<file path="src/rtl/if_fetch_unit.sv">
// IF-stage fetch engine: owns the PC, issues req/ready fetches and buffers up to 2 words for IF/ID.
// Latency: an accepted word reaches instruction_o the next cycle; stall_i holds the head entry.
module if_fetch_unit #(
  parameter logic [31:0] RESET_PC = 32'h0000_0000
) (
  input  logic        clk_i,
  input  logic        rst_i,
  input  logic        stall_i,
  input  logic        branch_i,
  input  logic [31:0] branch_target_i,
  output logic        imem_req_o,
  output logic [31:0] imem_addr_o,
  input  logic        imem_ready_i,
  input  logic [31:0] imem_rdata_i,
  output logic [31:0] PC_o,
  output logic [31:0] instruction_o,
  output logic        fetch_valid_o,
  output logic        IFID_flush_o
);

  typedef enum logic [1:0] {IDLE, REQ, DROP} state_t;

  state_t      state_q, state_d;
  logic [31:0] fetch_pc_q, fetch_pc_d;
  logic [31:0] redirect_pc_q, redirect_pc_d;
  logic [31:0] fifo_pc_q    [2];
  logic [31:0] fifo_instr_q [2];
  logic        rd_ptr_q, wr_ptr_q;
  logic [1:0]  count_q, count_d;
  logic        accept, push, pop;
  logic [31:0] target;

  assign target     = branch_target_i & ~32'h3;
  assign imem_req_o = (state_q == REQ) || (state_q == DROP);
  assign accept     = imem_req_o && imem_ready_i;
  assign pop        = !stall_i && (count_q != 2'd0) && !branch_i;
  assign push       = accept && (state_q == REQ) && !branch_i;

  always_comb begin
    if (branch_i) count_d = 2'd0;
    else          count_d = count_q + {1'b0, push} - {1'b0, pop};
  end

  always_comb begin
    state_d       = state_q;
    fetch_pc_d    = fetch_pc_q;
    redirect_pc_d = redirect_pc_q;
    case (state_q)
      IDLE: begin
        if (branch_i) begin
          fetch_pc_d = target;
          state_d    = REQ;
        end else if (count_d < 2'd2) begin
          state_d = REQ;
        end
      end
      REQ: begin
        if (accept) begin
          if (branch_i) begin
            fetch_pc_d = target;
            state_d    = REQ;
          end else begin
            fetch_pc_d = fetch_pc_q + 32'd4;
            state_d    = (count_d < 2'd2) ? REQ : IDLE;
          end
        end else if (branch_i) begin
          // address must stay stable until the in-flight request is taken
          redirect_pc_d = target;
          state_d       = DROP;
        end
      end
      DROP: begin
        if (branch_i) redirect_pc_d = target;
        if (accept) begin
          fetch_pc_d = branch_i ? target : redirect_pc_q;
          state_d    = REQ;
        end
      end
      default: state_d = IDLE;
    endcase
  end

  always_ff @(posedge clk_i or negedge rst_i) begin
    if (!rst_i) begin
      state_q       <= IDLE;
      fetch_pc_q    <= RESET_PC;
      redirect_pc_q <= 32'h0;
      count_q       <= 2'd0;
      rd_ptr_q      <= 1'b0;
      wr_ptr_q      <= 1'b0;
    end else begin
      state_q       <= state_d;
      fetch_pc_q    <= fetch_pc_d;
      redirect_pc_q <= redirect_pc_d;
      count_q       <= count_d;
      if (branch_i) begin
        rd_ptr_q <= 1'b0;
        wr_ptr_q <= 1'b0;
      end else begin
        if (push) wr_ptr_q <= ~wr_ptr_q;
        if (pop)  rd_ptr_q <= ~rd_ptr_q;
      end
    end
  end

  // payload storage needs no reset: it is only visible while count_q != 0
  always_ff @(posedge clk_i) begin
    if (push) begin
      fifo_pc_q[wr_ptr_q]    <= fetch_pc_q;
      fifo_instr_q[wr_ptr_q] <= imem_rdata_i;
    end
  end

  assign imem_addr_o   = fetch_pc_q;
  assign fetch_valid_o = (count_q != 2'd0);
  assign PC_o          = fetch_valid_o ? fifo_pc_q[rd_ptr_q]    : 32'h0;
  assign instruction_o = fetch_valid_o ? fifo_instr_q[rd_ptr_q] : 32'h0;
  assign IFID_flush_o  = branch_i;

  a_count_max: assert property (@(posedge clk_i) disable iff (!rst_i) count_q <= 2'd2);
  a_req_room:  assert property (@(posedge clk_i) disable iff (!rst_i)
                                (state_q == REQ) |-> (count_q <= 2'd1));

endmodule

</file>
<file path="config.mk">
export PLATFORM = sky130hd
export DESIGN_NAME = if_fetch_unit
export DESIGN_NICKNAME = d
export VERILOG_FILES = /design/src/rtl/if_fetch_unit.sv
export SDC_FILE = /design/constraint.sdc
export NUM_CORES = 1
export LEC_CHECK = 0
export ABC_AREA = 1
export CORE_ASPECT_RATIO = 2
export CORE_MARGIN = 2
export CORE_UTILIZATION = 41
export DETAILED_ROUTE_END_ITERATION = 10
export GPL_ROUTABILITY_DRIVEN = 0
export PLACE_DENSITY_LB_ADDON = 0.15
export RECOVER_POWER = 25
export SYNTH_ARGS = -nofsm -noshare
export SYNTH_HDL_FRONTEND = slang
export SYNTH_SLANG_ARGS = --single-unit
</file>
<file path="constraint.sdc">
create_clock -name clk_i -period 17.7 [get_ports clk_i]
set_input_delay 3.54 -clock clk_i [delete_from_list [all_inputs] [get_ports clk_i]]
set_output_delay 3.54 -clock clk_i [all_outputs]
set_load 0.005 [all_outputs]
</file>
### Yosys cells after proc, flatten, opt, wreduce, memory -nomap -nowiden

Memories as Yosys holds them, arrays and structs flattened.
Cells that the tools add are included.
Widths: inputs -> output; s select.

* add/subtract/negate cells: 3
* multipliers: 0
* divide/modulo/power cells: 0
* order comparisons: 1
* equality and inequality tests: 8
* shift-type cells: 0
* mux-type cells: 25
* bitwise gates (word level): 2
* reductions and logical operators: 17

Operators with widths (number)
* $mux 32: 8
* $pmux 32 s3: 1
* $pmux 32 s2: 1
* $add 32x3->32 const B: 1
* $mux 2: 6
* $mux 1: 8
* $ne 2x2->1 const B: 4
* $reduce_bool 2->1: 4
* $ne 3x3->1 const B: 2
* $pmux 2 s3: 1
* $logic_and 1x1->1: 5
* $reduce_and 4->1: 1
* $reduce_and 3->1: 1
* $reduce_bool 3->1: 1
* $add 2x1->2: 1
* $eq 2x1->1 const B: 1
* $eq 2x2->1 const B: 1
* $logic_not 1->1: 2
* $logic_not 2->1: 1
* $lt 2x2->1 const B: 1
* $not 1->1: 2
* $reduce_and 2->1: 1
* $sub 2x1->2: 1
* $logic_or 1x1->1: 1

* register bits: 70
* latch bits: 0
* bits in writable memories: 128
* memory bits (read-only): 0
* bits of input ports: 69
* output and inout bits: 99
* word-level logic and storage cells: 64
* memories: 2

Memories
* fifo_instr_q: depth 2, width 32, read ports 1, clocked after Yosys merged registers in 0, wr ports 1, RTL line 27 `logic [31:0] fifo_instr_q [2];`
* fifo_pc_q: depth 2, width 32, read ports 1, clocked after Yosys merged registers in 0, wr ports 1, RTL line 26 `logic [31:0] fifo_pc_q [2];`

### Depth between registers and ports, before layout

Gate-level depths: netlist (run 1).

* depth in word-level cells: 13
* gate-level depth with buffers: 16
* gate-level depth less buffers: 15

### Worst setup path after synthesis (run 1)

Ideal clock, no wire load.

* kind: input to register
* start point: input branch_i
* end point: memory fifo_instr_q[1][0] (enable)
* setup time: 565 ps
* arrival time: 8423 ps
* required time: 17135 ps
* path slack: 8712 ps
* stages: 6
* buffers on the path: 3
* cell sequence: buf_2 > inv_1 > buf_6 > clkbuf_8 > nand2_1 > nor3_1

* longest elaborated chain between the ends: 4

RTL lines
* from (decl): RTL line 9 `input logic branch_i,`
* $logic_not 1->1: RTL line 37 `assign push = accept && (state_q == REQ) && !branch_i;`
* $logic_and 1x1->1: RTL line 37
* $mux 1: RTL line 108 `if (push) begin`
* $mux 1 (not written as such): RTL line 110 `fifo_instr_q[wr_ptr_q] <= imem_rdata_i;`
* to (decl): RTL line 27

No other way between the ends.

### Worst setup path in the final report (run 1)

* start point: input branch_i
* end point: output IFID_flush_o

RTL lines
* to (decl): RTL line 18 `output logic IFID_flush_o`

No word-level cell between the ends.

==> key figures, run 1 <==
Run status
  • Outcome: complete, no violations

Global route
  • GRT Util Overall: 20.74%
  • Pin count of the biggest net entering global routing: a little over 70
  • First-pass GRT wire length: between 40000 and 50000 µm
  • Total grt overflow: 0
  • Vias in the first global route: 7458
  • Initial antenna violation count: 0

Placed design
  • Place WS: about 10 ns
  • PortBufs: 165
  • DP Area: 11450 µm²
  • Hpwl dp: 16530 µm
  • Dpl cells: 1505

Setup path
  • Crit. path cell count: 2
  • Slowest-stage cell, CP: clkdlybuf4s50_1
  • WP data required: ~14 ns
  • CP top delay family: buffers and inverters
  • Critical path class: input port to output port
  • Crit Path Max Fanout: 2
  • CP Cell Sequence: buf_2 > clkdlybuf4s50_1
  • Crit path buf inv count: 2
  • Worst EP arrival: 4.11 ns
  • Startpoint Class: input port
  • R2r worst-path depth: 10
  • Crit. End Element: output port
  • Critical Path Max Stage Delay: slightly below 0.5 ns

Floorplan
  • # IOs: 168
  • Chip Height: ~220 µm
  • Row count: between 70 and 80
  • Starting density of the core: 41.53%
  • CORE AREA: 23230 µm²
  • Die extent in x: 112.5 µm
  • Die ar.: 24850 µm²

Synthesis
  • Register area share after synthesis: 58.00%
  • Area share of the largest cell type after synthesis: 39.84%
  • Synth Cell Area: roughly 9600 µm²
  • Synthesized flop and latch total: 198
  • Post-Syn Area per Cell: 8.778 µm²
  • Yosys warns: 0
  • Most area-hungry cell type in the Yosys netlist: edfxtp_1
  • Synth Instances: 1099
  • Synth area leaders: edfxtp_1, dfrtp_1, nand2_1, a21oi_1, o21ai_0
  • Post-synth cell types: between 40 and 50
  • Synth Net Count: 1175

Layout
  • Final instance area: 12040 µm²
  • Post-Layout Cell Count: 1537
  • Area grow syn2layout: 24.80%
  • Register area: 5597 µm²
  • Number of antenna diodes: 0
  • Nets: 1317
  • Filler cell count: 2189
  • Multi-input gate area: ~3500 µm²
  • Layout cells sized above 1: between 5 and 6%

Timing
  • Rel. slew slack: 35.33%
  • Slew @ Worst Pin: ~0.97 ns
  • Final cycle utilization of the critical path: 43.23%
  • Setup TNS: 0 ns
  • Minimum clock period: 7.652 ns
  • Clk_skew: 0.009698 ns
  • Endpoints failing hold: 0
  • Post-route setup slack: 10.05 ns
  • RSZ-0062 raised after global routing: no
  • F_max: around 130 MHz
  • Pins Over Slew Limit: 0
  • Final setup vio count: 0

Detailed routing
  • Drt via density: 5.109
  • DRT iter0 DRCs: 516
  • 1st-pass router iterations: 5
  • DRC: 0
  • Post-DRT Antenna Nets: 0
  • Wire length per cell: roughly 16 µm
  • Final wirelength: 25330 µm
  • Vias: a little under 8k

CTS
  • # hold bufs at CTS: 0
  • CTS Buf Count: 17
  • H-tree level count: 4
  • Clock Pin Slew Worst Setup and Hold Paths: approximately 0.070 ns
  • CTS tree: built
  • Root Driver: clkbuf_16
  • Max clock buf depth: 2
  • Skew-Pair Late Insertion Delay: 0.44 ns
  • Post_cts resized: 0
  • Setup repair bufs after CTS: 0
  • Clock Sink Count: approximately 200

Pwr
  • Leakage Power: 4.899 nW
  • Total power: 1.820 mW
  • Power Dens Cells: between 150 and 200 nW/µm²
  • Peak supply drop: 0.0001456 V

Job
  • Max Cap Viol: 0

Min path
  • Hold path depth: 2
  • Worst hold path class: register to register
[cells in the final DEF, fill, tap and decap left out, types with 12 or more instances in the layout]
master	count
nand2_1	426
edfxtp_1	128
buf_4	12
a21oi_1	97
clkdlybuf4s50_1	133
dlygate4sd3_1	30
nor2_4	12
dfrtp_1	69
clkbuf_16	17
nand3_1	26
inv_1	73
nor2_1	78
o21ai_0	64
o21ai_1	14
[report_power, final]
part,total [mW],switching (mW),internal [mW]
logic,0.716,0.429,0.286
registers,0.713,0.104,0.609
clock network,0.391,0.177,0.214
total,1.82,0.711,1.11
[per-layer routing]
layer  wire length (µm)  vias up  share of wire [%]  track usage (%)
met3               1121       37                4.4            3.205
met2              13400      217                 53            36.65
li1                   -     3884                  -                -
met1               9995     3714                 39            24.86
met5                  0        -                  0                0
met4                816        0                3.2            8.733
[synth_stat cells (all sizes together)]
cell           n
a21boi         2
a21o           1
a21oi         97
a221oi         1
a311oi         1
a31oi          2
a32oi          1
a41oi          1
and2           3
and3           1
buf           28
clkbuf        25
dfrtp         70
dlygate4sd1    1
edfxtp       128
ha             7
inv           76
nand2        431
nand3         26
nand3b         3
nand4          1
nor2          93
nor3           1
o211ai         4
o21ai         78
o21bai         2
o22ai          7
or2            3
xnor2          1
xor2           4
[final timing paths]
path                                    from                 to  slack [ns]
setup / recovery                    branch_i       IFID_flush_o       10.05
hold / removal             redirect_pc_q[11]  redirect_pc_q[11]        0.48
setup reg to reg                  state_q[0]     imem_addr_o[3]       14.38
hold reg to reg            redirect_pc_q[11]  redirect_pc_q[11]        0.48
max in group asynchronous              rst_i           rd_ptr_q       13.73
min in group asynchronous              rst_i   redirect_pc_q[6]        3.30
[cell families (layout without fill, tap and decap cells)]
kind of cell | Yosys count | count (layout) | synth area share, %
and+or+nand+nor | 562 | 562 | 23.79
DFF | 198 | 198 | 58.00
AOI/OAI and AO/OA | 197 | 197 | 10.73
buffers and inverters | 130 | 285 | 6.122
adders and majority gates | 7 | 7 | 0.9079
xor gates and xnor gates | 5 | 5 | 0.4539
[area by class of cell]
type	instances	share of cell area [%]
inverters	76	2.370
flip-flops and latches	198	46.49
clock buffers	19	3.679
repair buffers	177	14.38
clock inverters	13	1.226
well taps	283	2.941
multi-input cells	771	28.91
[metrics by stage]
stage	util, %	hold slack, ns
after floorplan	-	0.4422
after global placement	49.29	0.4572
after detailed placement	49.29	0.4619
after CTS	51.83	0.4824
after global routing	51.83	0.5162
final	51.83	0.4835
[flip-flops by register name, indices dropped and copies added (netlist names)]
| signal | flops |
|---|---|
| count_q | 2 |
| fifo_instr_q | 64 |
| fifo_pc_q | 64 |
| imem_addr_o | 32 |
| rd_ptr_q | 1 |
| redirect_pc_q | 32 |
| state_q | 2 |
| wr_ptr_q | 1 |
(Power assumes the default switching activity.)
==> inputs of run 2 (changes only) <==
==> constraint.sdc (replaced) <==
create_clock -name clk_i -period 7 [get_ports clk_i]
set_input_delay 1.4 -clock clk_i [delete_from_list [all_inputs] [get_ports clk_i]]
set_output_delay 1.4 -clock clk_i [all_outputs]
set_load 0.005 [all_outputs]
==> run 2 against run 1 <==
Global-route usage grew 0.052 points; sequential power increased to 2.5 times the previous value; worst setup slack got worse by 7.4 ns; final cell count stayed put; register-to-register slack got worse by 11 ns; first-iteration DRC count up 5.0%; worst hold slack worse by 0.0073 ns; largest cell class unchanged.
==> key figures, run 2 (synthesis results as in run 1) <==
Run status
  • Outcome: complete, no violations

Detailed routing
  • Post-DRT Antenna Nets: 0
  • Wire length per cell: between 15 and 20 µm
  • M1 WL: 10230 µm
  • DRT iter0 DRCs: 542
  • Vias: 7735
  • DRC: 0
  • Final wirelength: 25320 µm
  • Metal2 WL: 13650 µm
  • Drt via density: 5.033
  • 1st-pass router iterations: 5
  • Highest Signal Layer: met4
  • Met3 wire length: 868 µm

Floorplan
  • Die ar.: 24850 µm²
  • Starting density of the core: roughly two fifths
  • CORE AREA: around 23000 µm²
  • Die extent in x: 112.5 µm
  • Chip Height: 220.9 µm
  • Row count: 79
  • # IOs: 168

CTS
  • Root Driver: clkbuf_16
  • Clock Pin Slew Worst Setup and Hold Paths: 0.07 ns
  • Max clock buf depth: 2
  • Setup repair bufs after CTS: 0
  • CTS tree: built
  • H-tree level count: 4
  • CTS Buf Count: 17
  • Clock Sink Count: 198
  • # hold bufs at CTS: 0
  • Skew-Pair Late Insertion Delay: 0.44 ns
  • Post_cts resized: 0

Setup path
  • Critical Path Max Stage Delay: 0.54 ns
  • Most frequent CP cell: buf_4
  • FF-to-FF End: fifo_instr_q[0][10]
  • Crit. End Element: output port
  • CP top delay family: buffers and inverters
  • R2r startpoint: state_q[0]
  • R2r worst-path depth: 7
  • WP data required: 5.60 ns
  • Crit path buf inv count: 4
  • Slack of the worst reg-to-reg path: about 3.6 ns
  • Critical path class: register to output port
  • Crit Path Max Fanout: 65
  • Slowest-stage cell, CP: clkdlybuf4s50_1
  • Startpoint Class: register
  • Worst EP arrival: 3.00 ns
  • CP Cell Sequence: buf_4 > inv_2 > buf_4 > nand2_1 > a21oi_1 > clkdlybuf4s50_1

Timing
  • Final cycle utilization of the critical path: 62.86%
  • Slew @ Worst Pin: 0.9713 ns
  • Minimum clock period: 4.400 ns
  • Endpoints failing hold: 0
  • Rel. slew slack: approximately a third
  • Clk_skew: 0.01366 ns
  • Final setup vio count: 0
  • Minimum hold slack: 0.4763 ns
  • Pins Over Slew Limit: 0
  • F_max: around 230 MHz
  • RSZ-0062 raised after global routing: no
  • Setup TNS: 0 ns

Pwr
  • Power Dens Cells: 383.0 nW/µm²
  • Peak supply drop: around 0.0003 V
  • Leakage Power: 4.901 nW
  • Total power: around 4.6 mW

Layout
  • Multi-input gate area: ~3500 µm²
  • Register area: between 5000 and 6000 µm²
  • Area grow syn2layout: 24.94%
  • Nets: ~1.3k
  • Post-Layout Cell Count: 1537
  • Biggest regs: fifo_instr_q x64, fifo_pc_q x64
  • Layout cells sized above 1: about 5.7%
  • Number of antenna diodes: 0
  • Most common cell after layout, fill and taps aside: nand2_1
  • Final instance area: between 10000 and 15000 µm²
  • Commonest non-fill, non-tap cells in the layout: nand2_1, clkdlybuf4s50_1, edfxtp_1
  • Filler cell count: between 2k and 2.5k

Min path
  • Hold_sp: redirect_pc_q[3]
  • Worst hold path class: register to register
  • Hold EP: redirect_pc_q[3]
  • Hold path depth: 2

Global route
  • Pin count of the biggest net entering global routing: 71
  • GRT Util Overall: 20.79%
  • Total grt overflow: 0
  • Initial antenna violation count: 0
  • Vias in the first global route: 7581
  • First-pass GRT wire length: 40350 µm

Placed design
  • Dpl cells: about 1.5k
  • PortBufs: 165
  • DP Area: 11450 µm²
  • Hpwl dp: 16610 µm

Job
  • Max Cap Viol: 0
==> run 2: cell count changes in the layout (fill, tap and decap cells not counted) <==
| cell | delta |
|---|---|
| clkinv_4 | +3 |
| clkinv_2 | -2 |
| bufinv_16 | +1 |
| clkbuf_1 | +1 |
| clkbuf_8 | -1 |
| clkinvlp_2 | +1 |
| clkinvlp_4 | -1 |
| inv_6 | -1 |
| inv_8 | -1 |
==> run 2: final cells by class <==
type	instances	share of cell area [%]
clock buffer	19	3.592
clock inverter	13	1.422
inverter	76	2.367
multi-input combinational	771	28.88
sequential	198	46.43
tap	283	2.938
timing repair buffer	177	14.37
==> run 2: per-layer routing <==
metal / vias up / GRT usage [%]
met5: - / 0
met4: 0 / 7.435
met3: 29 / 3.478
met2: 167 / 38.28
met1: 3653 / 23.93
li1: 3886 / -
==> run 2: how the worst max path moves through the flow <==
stage	startpoint	to	slack, ns	cells after the start
after floorplan	branch_i	fifo_instr_q[1][0]	0.15	6
after global placement	branch_i	fifo_instr_q[0][2]	2.72	8
after detailed placement	branch_i	fifo_instr_q[0][6]	2.70	8
after CTS	rd_ptr_q	PC_o[21]	2.50	6
after global routing	rd_ptr_q	PC_o[17]	2.35	6
final	rd_ptr_q	PC_o[21]	2.60	6
==> run 2: report_power, final <==
part           leakage [nW]  internal, mW  total [mW]  switching (mW)
logic                  2.58         0.725        1.81            1.08
registers              2.04          1.54        1.80           0.261
clock network         0.285         0.567        1.01           0.440
==> run 2: tightest hold or removal path, cell delays in order (launching register included) <==
cell and delay, ns:
dfrtp_1 0.34, nand2_1 0.05, nand2_1 0.05
==> run 2: through the flow <==
stage,worst slack (ns),utilization (%)
final,2.600,51.89
after global routing,2.346,51.89
after CTS,2.498,51.89
after detailed placement,2.700,49.29
after global placement,2.720,49.29
after floorplan,0.1524,-
